`config.mk`:
```
export PLATFORM = sky130hd
export DESIGN_NAME = pio_fifo_pair
export DESIGN_NICKNAME = d
export VERILOG_FILES = /design/src/rtl/pio_pkg.sv /design/src/rtl/pio_fifo_ctrl.sv /design/src/rtl/pio_fifo_pair.sv
export SDC_FILE = /design/constraint.sdc
export NUM_CORES = 1
export LEC_CHECK = 0
export BUFFER_PORTS_ARGS = -buffer_cell sky130_fd_sc_hd__buf_2
export CAP_MARGIN = 5
export CORE_UTILIZATION = 40
export CTS_BUF_LIST = sky130_fd_sc_hd__clkbuf_8
export DETAILED_ROUTE_END_ITERATION = 10
export GPL_TIMING_DRIVEN = 0
export PLACE_DENSITY = 0.59
export SYNTH_ARGS = -nofsm -noshare
export SYNTH_HDL_FRONTEND = slang
export SYNTH_SLANG_ARGS = --single-unit
```
`constraint.sdc`:
```
create_clock -name clk -period 4.3 [get_ports clk]
set_clock_uncertainty 0.15 [all_clocks]
set_input_delay 1.075 -clock clk [delete_from_list [all_inputs] [get_ports clk]]
set_output_delay 1.075 -clock clk [all_outputs]
set_load 0.02 [all_outputs]
```
`src/rtl/pio_pkg.sv`:
```
// Shared constants for the PIO FIFO pair: join-mode encodings and err bit positions.
package pio_pkg;

    localparam logic [1:0] JOIN_NONE = 2'd0;
    localparam logic [1:0] JOIN_TX   = 2'd1;
    localparam logic [1:0] JOIN_RX   = 2'd2;

    localparam int ERR_TX_OVER  = 0;
    localparam int ERR_TX_UNDER = 1;
    localparam int ERR_RX_OVER  = 2;
    localparam int ERR_RX_UNDER = 3;

    // Encoding 3 is reserved and behaves like JOIN_NONE.
    function automatic logic [1:0] join_norm(input logic [1:0] j);
        return (j == 2'd3) ? JOIN_NONE : j;
    endfunction

endpackage

```
`src/rtl/pio_fifo_ctrl.sv`:
```
// Pointer/count/flag control for one FIFO whose capacity is supplied at run time.
// The count port exists only when PIO_FIFO_LEVEL_EN is defined.
module pio_fifo_ctrl
    import pio_pkg::*;
#(
    parameter int DEPTH = 4,
    parameter int AW    = $clog2(2*DEPTH),
    parameter int LW    = AW + 1
) (
    input  logic          clk,
    input  logic          reset_n,
    input  logic          flush,
    input  logic [LW-1:0] cap,
    input  logic          push,
    input  logic          pull,
    output logic [AW-1:0] wr_ptr,
    output logic [AW-1:0] rd_ptr,
    output logic          full,
    output logic          empty,
    output logic          push_ok,
    output logic          over,
    output logic          under
`ifdef PIO_FIFO_LEVEL_EN
    ,
    output logic [LW-1:0] count
`endif
);

    logic [AW-1:0] wr_ptr_reg, wr_ptr_next;
    logic [AW-1:0] rd_ptr_reg, rd_ptr_next;
    logic [LW-1:0] count_reg, count_next;
    logic          full_reg, empty_reg;
    logic          pull_ok;

    always_comb begin
        pull_ok     = pull && !flush && !empty_reg;
        // A full FIFO still takes a push when a pull frees a slot in the same cycle.
        push_ok     = push && !flush && (cap != '0) && (!full_reg || pull_ok);
        over        = push && !flush && !push_ok;
        under       = pull && !flush && empty_reg;
        count_next  = count_reg + LW'(push_ok) - LW'(pull_ok);
        wr_ptr_next = ((LW'(wr_ptr_reg) + LW'(1)) == cap) ? '0 : wr_ptr_reg + AW'(1);
        rd_ptr_next = ((LW'(rd_ptr_reg) + LW'(1)) == cap) ? '0 : rd_ptr_reg + AW'(1);
    end

    always_ff @(posedge clk or negedge reset_n) begin
        if (!reset_n) begin
            wr_ptr_reg <= '0;
            rd_ptr_reg <= '0;
            count_reg  <= '0;
            full_reg   <= 1'b0;
            empty_reg  <= 1'b1;
        end else if (flush) begin
            wr_ptr_reg <= '0;
            rd_ptr_reg <= '0;
            count_reg  <= '0;
            full_reg   <= 1'b0;
            empty_reg  <= 1'b1;
        end else begin
            if (push_ok) wr_ptr_reg <= wr_ptr_next;
            if (pull_ok) rd_ptr_reg <= rd_ptr_next;
            count_reg <= count_next;
            full_reg  <= (cap != '0) && (count_next == cap);
            empty_reg <= (count_next == '0);
        end
    end

    // A zero-capacity side is permanently full as well as empty.
    assign full   = full_reg | (cap == '0);
    assign empty  = empty_reg;
    assign wr_ptr = wr_ptr_reg;
    assign rd_ptr = rd_ptr_reg;
`ifdef PIO_FIFO_LEVEL_EN
    assign count  = count_reg;
`endif

endmodule

```
`src/rtl/pio_fifo_pair.sv`:
```
// Per-state-machine TX/RX FIFO pair sharing one 2*DEPTH word store, with join modes and sticky errors.
// Define PIO_FIFO_LEVEL_EN to expose tx_level/rx_level word counts.
module pio_fifo_pair
    import pio_pkg::*;
#(
    parameter int WIDTH = 32,
    parameter int DEPTH = 4
) (
    input  logic                       clk,
    input  logic                       reset_n,
    input  logic [1:0]                 join_mode,
    input  logic                       flush,
    input  logic                       tx_push,
    input  logic [WIDTH-1:0]           tx_wdata,
    output logic                       tx_full,
    input  logic                       tx_pull,
    output logic [WIDTH-1:0]           tx_rdata,
    output logic                       tx_empty,
    input  logic                       rx_push,
    input  logic [WIDTH-1:0]           rx_wdata,
    output logic                       rx_full,
    input  logic                       rx_pull,
    output logic [WIDTH-1:0]           rx_rdata,
    output logic                       rx_empty,
    input  logic                       err_clr,
    output logic [3:0]                 err
`ifdef PIO_FIFO_LEVEL_EN
    ,
    output logic [$clog2(2*DEPTH):0]   tx_level,
    output logic [$clog2(2*DEPTH):0]   rx_level
`endif
);

    localparam int AW = $clog2(2*DEPTH);
    localparam int LW = AW + 1;

    // Index 0 is the TX side, index 1 the RX side.
    logic [1:0]       side_push, side_pull, side_full, side_empty;
    logic [1:0]       side_push_ok, side_over, side_under;
    logic [WIDTH-1:0] side_wdata [2];
    logic [WIDTH-1:0] side_rdata [2];
    logic [LW-1:0]    side_cap   [2];
    logic [AW-1:0]    side_base  [2];
    logic [AW-1:0]    side_wr_ptr[2];
    logic [AW-1:0]    side_rd_ptr[2];
    logic [AW-1:0]    side_waddr [2];
    logic [AW-1:0]    side_raddr [2];
`ifdef PIO_FIFO_LEVEL_EN
    logic [LW-1:0]    side_count [2];
`endif

    logic [WIDTH-1:0] mem [0:2*DEPTH-1];
    logic [1:0]       join_reg, join_eff;
    logic             flush_int;
    logic [3:0]       err_reg, err_new;

    // A join change clears both FIFOs at the same edge the new mode is latched.
    assign join_eff  = join_norm(join_mode);
    assign flush_int = flush | (join_eff != join_reg);

    always_ff @(posedge clk or negedge reset_n) begin
        if (!reset_n) join_reg <= JOIN_NONE;
        else          join_reg <= join_eff;
    end

    always_comb begin
        side_cap[0]  = LW'(DEPTH);
        side_cap[1]  = LW'(DEPTH);
        side_base[0] = '0;
        side_base[1] = AW'(DEPTH);
        case (join_reg)
            JOIN_TX: begin
                side_cap[0] = LW'(2*DEPTH);
                side_cap[1] = '0;
            end
            JOIN_RX: begin
                side_cap[0]  = '0;
                side_cap[1]  = LW'(2*DEPTH);
                side_base[1] = '0;
            end
            default: ;
        endcase
    end

    assign side_push     = {rx_push, tx_push};
    assign side_pull     = {rx_pull, tx_pull};
    assign side_wdata[0] = tx_wdata;
    assign side_wdata[1] = rx_wdata;

    generate
        for (genvar gi = 0; gi < 2; gi++) begin : g_side
            pio_fifo_ctrl #(.DEPTH(DEPTH)) u_ctrl (
                .clk     (clk),
                .reset_n (reset_n),
                .flush   (flush_int),
                .cap     (side_cap[gi]),
                .push    (side_push[gi]),
                .pull    (side_pull[gi]),
                .wr_ptr  (side_wr_ptr[gi]),
                .rd_ptr  (side_rd_ptr[gi]),
                .full    (side_full[gi]),
                .empty   (side_empty[gi]),
                .push_ok (side_push_ok[gi]),
                .over    (side_over[gi]),
                .under   (side_under[gi])
`ifdef PIO_FIFO_LEVEL_EN
                ,
                .count   (side_count[gi])
`endif
            );
            assign side_waddr[gi] = side_base[gi] + side_wr_ptr[gi];
            assign side_raddr[gi] = side_base[gi] + side_rd_ptr[gi];
            assign side_rdata[gi] = side_empty[gi] ? '0 : mem[side_raddr[gi]];
        end
    endgenerate

    // The two sides always address disjoint words, so both writes can land in one cycle.
    always_ff @(posedge clk) begin
        for (int s = 0; s < 2; s++) begin
            if (side_push_ok[s]) mem[side_waddr[s]] <= side_wdata[s];
        end
    end

    always_comb begin
        err_new               = '0;
        err_new[ERR_TX_OVER]  = side_over[0];
        err_new[ERR_TX_UNDER] = side_under[0];
        err_new[ERR_RX_OVER]  = side_over[1];
        err_new[ERR_RX_UNDER] = side_under[1];
    end

    always_ff @(posedge clk or negedge reset_n) begin
        if (!reset_n) err_reg <= '0;
        else          err_reg <= (err_clr ? 4'd0 : err_reg) | err_new;
    end

    assign tx_full  = side_full[0];
    assign tx_empty = side_empty[0];
    assign tx_rdata = side_rdata[0];
    assign rx_full  = side_full[1];
    assign rx_empty = side_empty[1];
    assign rx_rdata = side_rdata[1];
    assign err      = err_reg;

`ifdef PIO_FIFO_LEVEL_EN
    assign tx_level = side_count[0];
    assign rx_level = side_count[1];
`else
    // Word counts remain internal to the controllers.
`endif

endmodule

```
==> results of run 1 <==
==> worst paths after layout <==
kind	endpoint	depth (start not counted)	slack (ns)	from
max	tx_rdata[14]	6	0.08	g_side[0].u_ctrl.rd_ptr[1]
min	g_side[1].u_ctrl.count_reg[1]	1	0.37	reset_n
max reg2reg	g_side[1].u_ctrl.full_reg	14	0.36	join_reg[1]
min reg2reg	err[1]	2	0.38	err[1]
max in group asynchronous	g_side[0].u_ctrl.wr_ptr[0]	1	3.16	reset_n
min in group clk	err[1]	2	0.38	err[1]
==> what timing repair did <==
item,CTS,global route
setup endpoints to repair,65,26
setup buffers,0,2
gates cloned,0,0
gates resized for setup,31,19
==> area by class of cell <==
class	instances	area, µm²
Fill cell	3617	21700
Antenna cell	5	12.5
Timing Repair Buffer	155	916
Tap cell	532	666
Buffer	83	523
Sequential cell	286	8440
Multi-Input combinational cell	710	7980
Clock inverter	27	108
Clock buffer	53	729
Inverter	18	67.6
==> layer usage <==
metal / wire length [µm] / vias up / track usage, %
li1: - / 4765 / -
met1: 21400 / 5563 / 32.4
met2: 24200 / 387 / 39.0
met3: 3390 / 99 / 4.38
met4: 1510 / 6 / 8.94
met5: 46 / - / 0
==> cells in the final DEF, fill, tap and decap left out, types with 9 or more instances in the layout <==
cell type,Yosys,layout
a21oi_1,42,42
buf_2,18,160
buf_4,12,18
buf_6,9,9
clkbuf_1,33,18
clkbuf_2,0,11
clkbuf_8,0,53
clkinv_1,0,9
dfrtp_1,28,28
edfxtp_1,256,256
ha_1,16,16
inv_1,18,34
mux2_1,101,101
mux2_2,155,155
mux2i_1,34,34
mux4_2,128,128
nand2_1,86,86
nor2_1,48,48
xnor2_1,10,9
xor2_1,12,11
==> metrics by stage <==
step                TNS, ns  util [%]  setup slack (ns)  instance area [µm²]  hold slack (ns)
finish                    0      47.3            0.0756                19400            0.366
global route              0      47.3           0.00328                19400            0.407
CTS                       0      47.1           0.00366                19400            0.353
detailed placement    -1.25      44.9            -0.585                18400            0.369
global placement    -584.93      44.2             -2.51                18200            0.342
floorplan                 0         -             0.128                16800            0.411
==> kinds of logic after synthesis <==
kind of cell	after synthesis	share of synthesized area, %
muxes	418	36.4
DFF	286	50.3
and+or+nand+nor	185	5.25
buffers and inverters	102	3.09
AOI/OAI and AO/OA	67	2.42
xor gates and xnor gates	22	1.15
adders and majority gates	18	1.43
==> power by group <==
group	switching (mW)	internal, mW
Clock	1.13	1.12
Sequential	0.0132	3.06
Combinational	0.255	0.203
==> metrics.txt, run 1 <==
crit start category=flop; placed cells=~1800; CP max stage cell=clkbuf_1; DR WL/cell=~27 µm; post-synth top area cell=edfxtp_1; Crit path arrival time=about 3.0 ns; # hold bufs at CTS=0; first-pass GRT wire length=between 70 and 80 mm; Final HPWL DP=between 30 and 40 mm; die area=between 40000 and 50000 µm²; die height=207 µm; grt total ovfl=0; Post-Syn Area=16800 µm²; Detail Route Antenna Nets=0; Final setup viols=0; Hold WC Path Type=in -> async; layout cells sized above 1=between 40% and 50%; outcome=complete, no violations; Max clock buf depth=3; P&R area growth vs syn=15.8%; die width=207 µm; synth top area cells=edfxtp_1 46%, mux4_2 17%, mux2_2 10%; Distinct cells, synth=between 50 and 60; Pwr Total=5.78 mW; CTS Buf Count=50; drt first pass iters=7; path type of the worst setup path=reg -> out; max-slew violations=0; DR vias=10820; number of synthesized flops with an enable pin=between 200 and 300; clock-pin transition on the worst setup and hold timing paths=approximately 0.060 ns; Synth Flop Type=edfxtp_1; Placement Rows=74; clock latency on the worst-skew pair=roughly 0.61 ns; final cycle utilization of the critical path=98.2%; leakage power=between 6 and 7 nW; Layout Nets=about 1400; WP data required=3.07 ns; htree depth=2; synth warn=0; initial antenna violation count=7; largest net degree at the start of global routing=31; PwrDens=between 200 and 300 nW/µm²; CTS Sinks=roughly 290; CTS Root Cell=clkbuf_8; sequential share of the synthesized area=50.3%; number of global-route vias before repair=around 11000; Final Non-Filler Cells=approximately 1900; Largest register FFs=around 260; I/O pin total=around 150; maximum VDD drop=0.172 mV; Post-route DRC=0; ys async rst share=between 10% and 20%; RSZ-0062 raised after global routing=false; number of port buffers=145; Tot GR Track Use=24.1%; most frequent cell after synthesis=edfxtp_1; CTS tree=done; crit path max fanout=10; post-layout min period=about 4.2 ns; Crit path buffers/inverters=3; Via density=5.79; WL final=between 50 and 60 mm; Yosys top cell area share=between 40% and 50%; max-cap violation count=0; Synth Register Bits=between 200 and 300; Cells after Synth=about 1100; routability cong.=about 0.81; Synth top cells by count=256 x edfxtp_1, 155 x mux2_2, 128 x mux4_2; Initial Util=about two fifths; Worst-Margin Slew=between 1 and 1.5 ns; worst path cell trace=clkbuf_1, clkbuf_2, mux4_2, mux2i_1, nor2_1, buf_2; Final Hold Fails=0; Syn Area/Cell=around 15 µm²; Max-slew headroom=a little over a quarter; CP Capture Type=output port; CORE AREA=roughly 40000 µm²; Fmax=between 200 and 250 MHz; largest stage delay on the critical path=about 0.59 ns; delay-heaviest family, CP=buffers and inverters; Starting DRT DRC Count=about 1000; Syn Nets=around 1200
Note: power is estimated with default switching activity, not from simulation.
==> run 2, diff against run 1 <==
--- a/config.mk
+++ b/config.mk
@@ -12,6 +12,7 @@
 export DETAILED_ROUTE_END_ITERATION = 10
 export GPL_TIMING_DRIVEN = 0
 export PLACE_DENSITY = 0.59
+export SKIP_CTS_REPAIR_TIMING = 1
 export SYNTH_ARGS = -nofsm -noshare
 export SYNTH_HDL_FRONTEND = slang
 export SYNTH_SLANG_ARGS = --single-unit
==> constraint.sdc (replaced) <==
create_clock -name clk -period 4.3 [get_ports clk]
set_clock_uncertainty 0.15 [all_clocks]
set_input_delay 0.43 -clock clk [delete_from_list [all_inputs] [get_ports clk]]
set_output_delay 0.43 -clock clk [all_outputs]
set_load 0.02 [all_outputs]
==> run 2 against run 1 <==
Net effect: the run now ends with design-rule violations left; cell count increased by 0.21%; critical path type unchanged; register-to-register slack about the same; via count increased by 0.37%; sequential cell count unchanged; hold slack got worse by 0.34 ns; utilization decreased by 0.14 points; sequential share of layout area increased by 0.13 points; routed wire length unchanged; die area unchanged; combinational power about the same; sequential power about the same; critical endpoint is now rx_rdata[3].
==> metrics.txt, run 2 (synthesis results as in run 1) <==
outcome=complete, but fails checks; failing checks=design-rule violations; number of port buffers=145 (unchanged); CTS Sinks=286 (unchanged); max-cap violation count=0 (unchanged); Largest register FFs=256 (unchanged); CTS Root Cell=clkbuf_8; clock-pin transition on the worst setup and hold timing paths=0.06 ns (about the same); layout cells sized above 1=41.7% (-1.7 points); die area=42800 µm² (unchanged); WHS=0.0249 ns (-0.341 ns); crit start category=flop; largest stage delay on the critical path=0.64 ns (+0.05 ns); grt total ovfl=0 (unchanged); R2R cell count=14 (unchanged); number of global-route vias before repair=11123 (+0.018%); Max-slew headroom=17.5% (-8.6 points); Placement Rows=74 (unchanged); Max clock buf depth=3 (unchanged); CP Capture Type=output port; most frequent cells in the layout=256 x edfxtp_1, 163 x buf_2, 155 x mux2_2; hold endpoint=err[0]; path type of the worst setup path=reg -> out; Tot GR Track Use=24.1% (about the same); Pwr Total=5.78 mW (about the same); Hold Path Stages=3; htree depth=2 (unchanged); GRT busiest layer=met2; CTS tree=done; die height=207 µm (unchanged); DR WL/cell=27.0 µm (-0.21%); Via density=5.80 (+0.16%); I/O pin total=146 (unchanged); met3 GRT Util=4.36% (-0.016 points); Starting DRT DRC Count=1033 (+1.9%); CTS Buf Count=50 (unchanged); Fmax=238 MHz (+0.37%); CORE AREA=41100 µm² (unchanged); Core Util, Final=47.1% (-0.14 points); first-pass GRT wire length=72.9 mm (about the same); initial antenna violation count=7 (unchanged); Hold WC Path Type=in -> reg; max-slew violations=0 (unchanged); P&R area growth vs syn=15.5%; Worst-Margin Slew=1.24 ns (+0.128 ns); drt first pass iters=11 (+4); flop2flop setup slack=0.35 ns (about the same); leakage power=6.74 nW (-0.63%); worst path cell trace=inv_1, ha_1, buf_1, xnor2_1, clkbuf_1, nand2_1, a21oi_1, buf_2; commonest non-fill, non-tap cell in the layout=edfxtp_1; largest net degree at the start of global routing=31 (unchanged); WL final=50.6 mm (unchanged); Detail Route Antenna Nets=0 (unchanged); met1 global-route usage=32.4% (about the same); DR vias=10860 (+0.37%); Layout Nets=1401 (+0.36%); crit path max fanout=10 (unchanged); RR Startpoint=join_reg[1]; Worst Hold Launch=tx_push; PwrDens=298 nW/µm² (+0.31%); routing usage on met2=39.0% (about the same); final cycle utilization of the critical path=97.9% (-0.36 points); Post-route DRC=2 (+2); post-layout min period=4.21 ns (-0.0157 ns); Final setup viols=0 (unchanged); worst reg2reg endpoint=g_side[1].u_ctrl.full_reg; Crit path arrival time=3.63 ns (+0.63 ns); routability cong.=0.812 (unchanged); setup_tns=0 ns (unchanged); CP max stage cell=xnor2_1; maximum VDD drop=0.173 mV (+0.49%); RSZ-0062 raised after global routing=true; delay-heaviest family, CP=buffers and inverters; Crit path buffers/inverters=4 (+1); Setup crit start=join_reg[0]; Final HPWL DP=32.7 mm (unchanged); Final Hold Fails=0 (unchanged); WP data required=3.72 ns (+0.65 ns); clock latency on the worst-skew pair=0.61 ns (about the same); Initial Util=40.8% (unchanged); die width=207 µm (unchanged)
[run 2: cell count changes in the layout (fill, tap and decap cells not counted), moves of 3 or more]
cell / previous run / this run
clkbuf_1: 18 / 29
buf_1: 4 / 11
clkbuf_2: 11 / 4
dlygate4sd3_1: 0 / 7
buf_4: 18 / 12
clkbuf_4: 6 / 0
buf_2: 160 / 163
clkdlybuf4s15_2: 3 / 0
[run 2: report_power, final]
part           switching [mW]  total (mW)  internal (mW)  leakage (nW)
Combinational           0.255       0.459          0.204          3.53
Sequential             0.0134        3.08           3.06          2.71
Clock                    1.13        2.25           1.12         0.489
[run 2: layer usage]
layer	share of wire [%]	vias to the layer above	wire length, µm
met2	48	403	24100
met5	0.12	-	59
met1	43	5586	21700
met4	2.9	8	1490
li1	-	4769	-
met3	6.3	94	3200
[run 2: area by class of cell]
class,count,area (µm²)
fillers,3631,21700
well taps,532,666
clock buffers,53,729
diodes,4,10.0
clock inverters,27,108
inverters,18,67.6
repair buffers,160,971
multi-input cells,710,7940
plain buffers,83,452
flip-flops and latches,286,8440
[run 2: stage by stage]
step                cell area, µm²  instances  setup slack (ns)
floorplan                    16800       1098             0.481
global placement             18200       1775             -2.17
detailed placement           18400       1783            0.0185
CTS                          19300       1863           -0.0184
global route                 19400       1870           -0.0383
finish                       19400       1873            0.0913
[run 2: how the worst max path moves through the flow]
stage                                            to  cells after the start  slack, ns
final                                   rx_rdata[3]                      8       0.09
after global routing                    rx_rdata[3]                      8      -0.04
after CTS                 g_side[0].u_ctrl.full_reg                     14      -0.02
after detailed placement  g_side[0].u_ctrl.full_reg                     14       0.02
after global placement                    mem[2][5]                      7      -2.17
after floorplan                           mem[4][0]                      7       0.48
[run 2: tightest hold or removal path, cell delays in order]
cell	delay, ns
buf_2	0.10
inv_1	0.10
o32ai_1	0.10
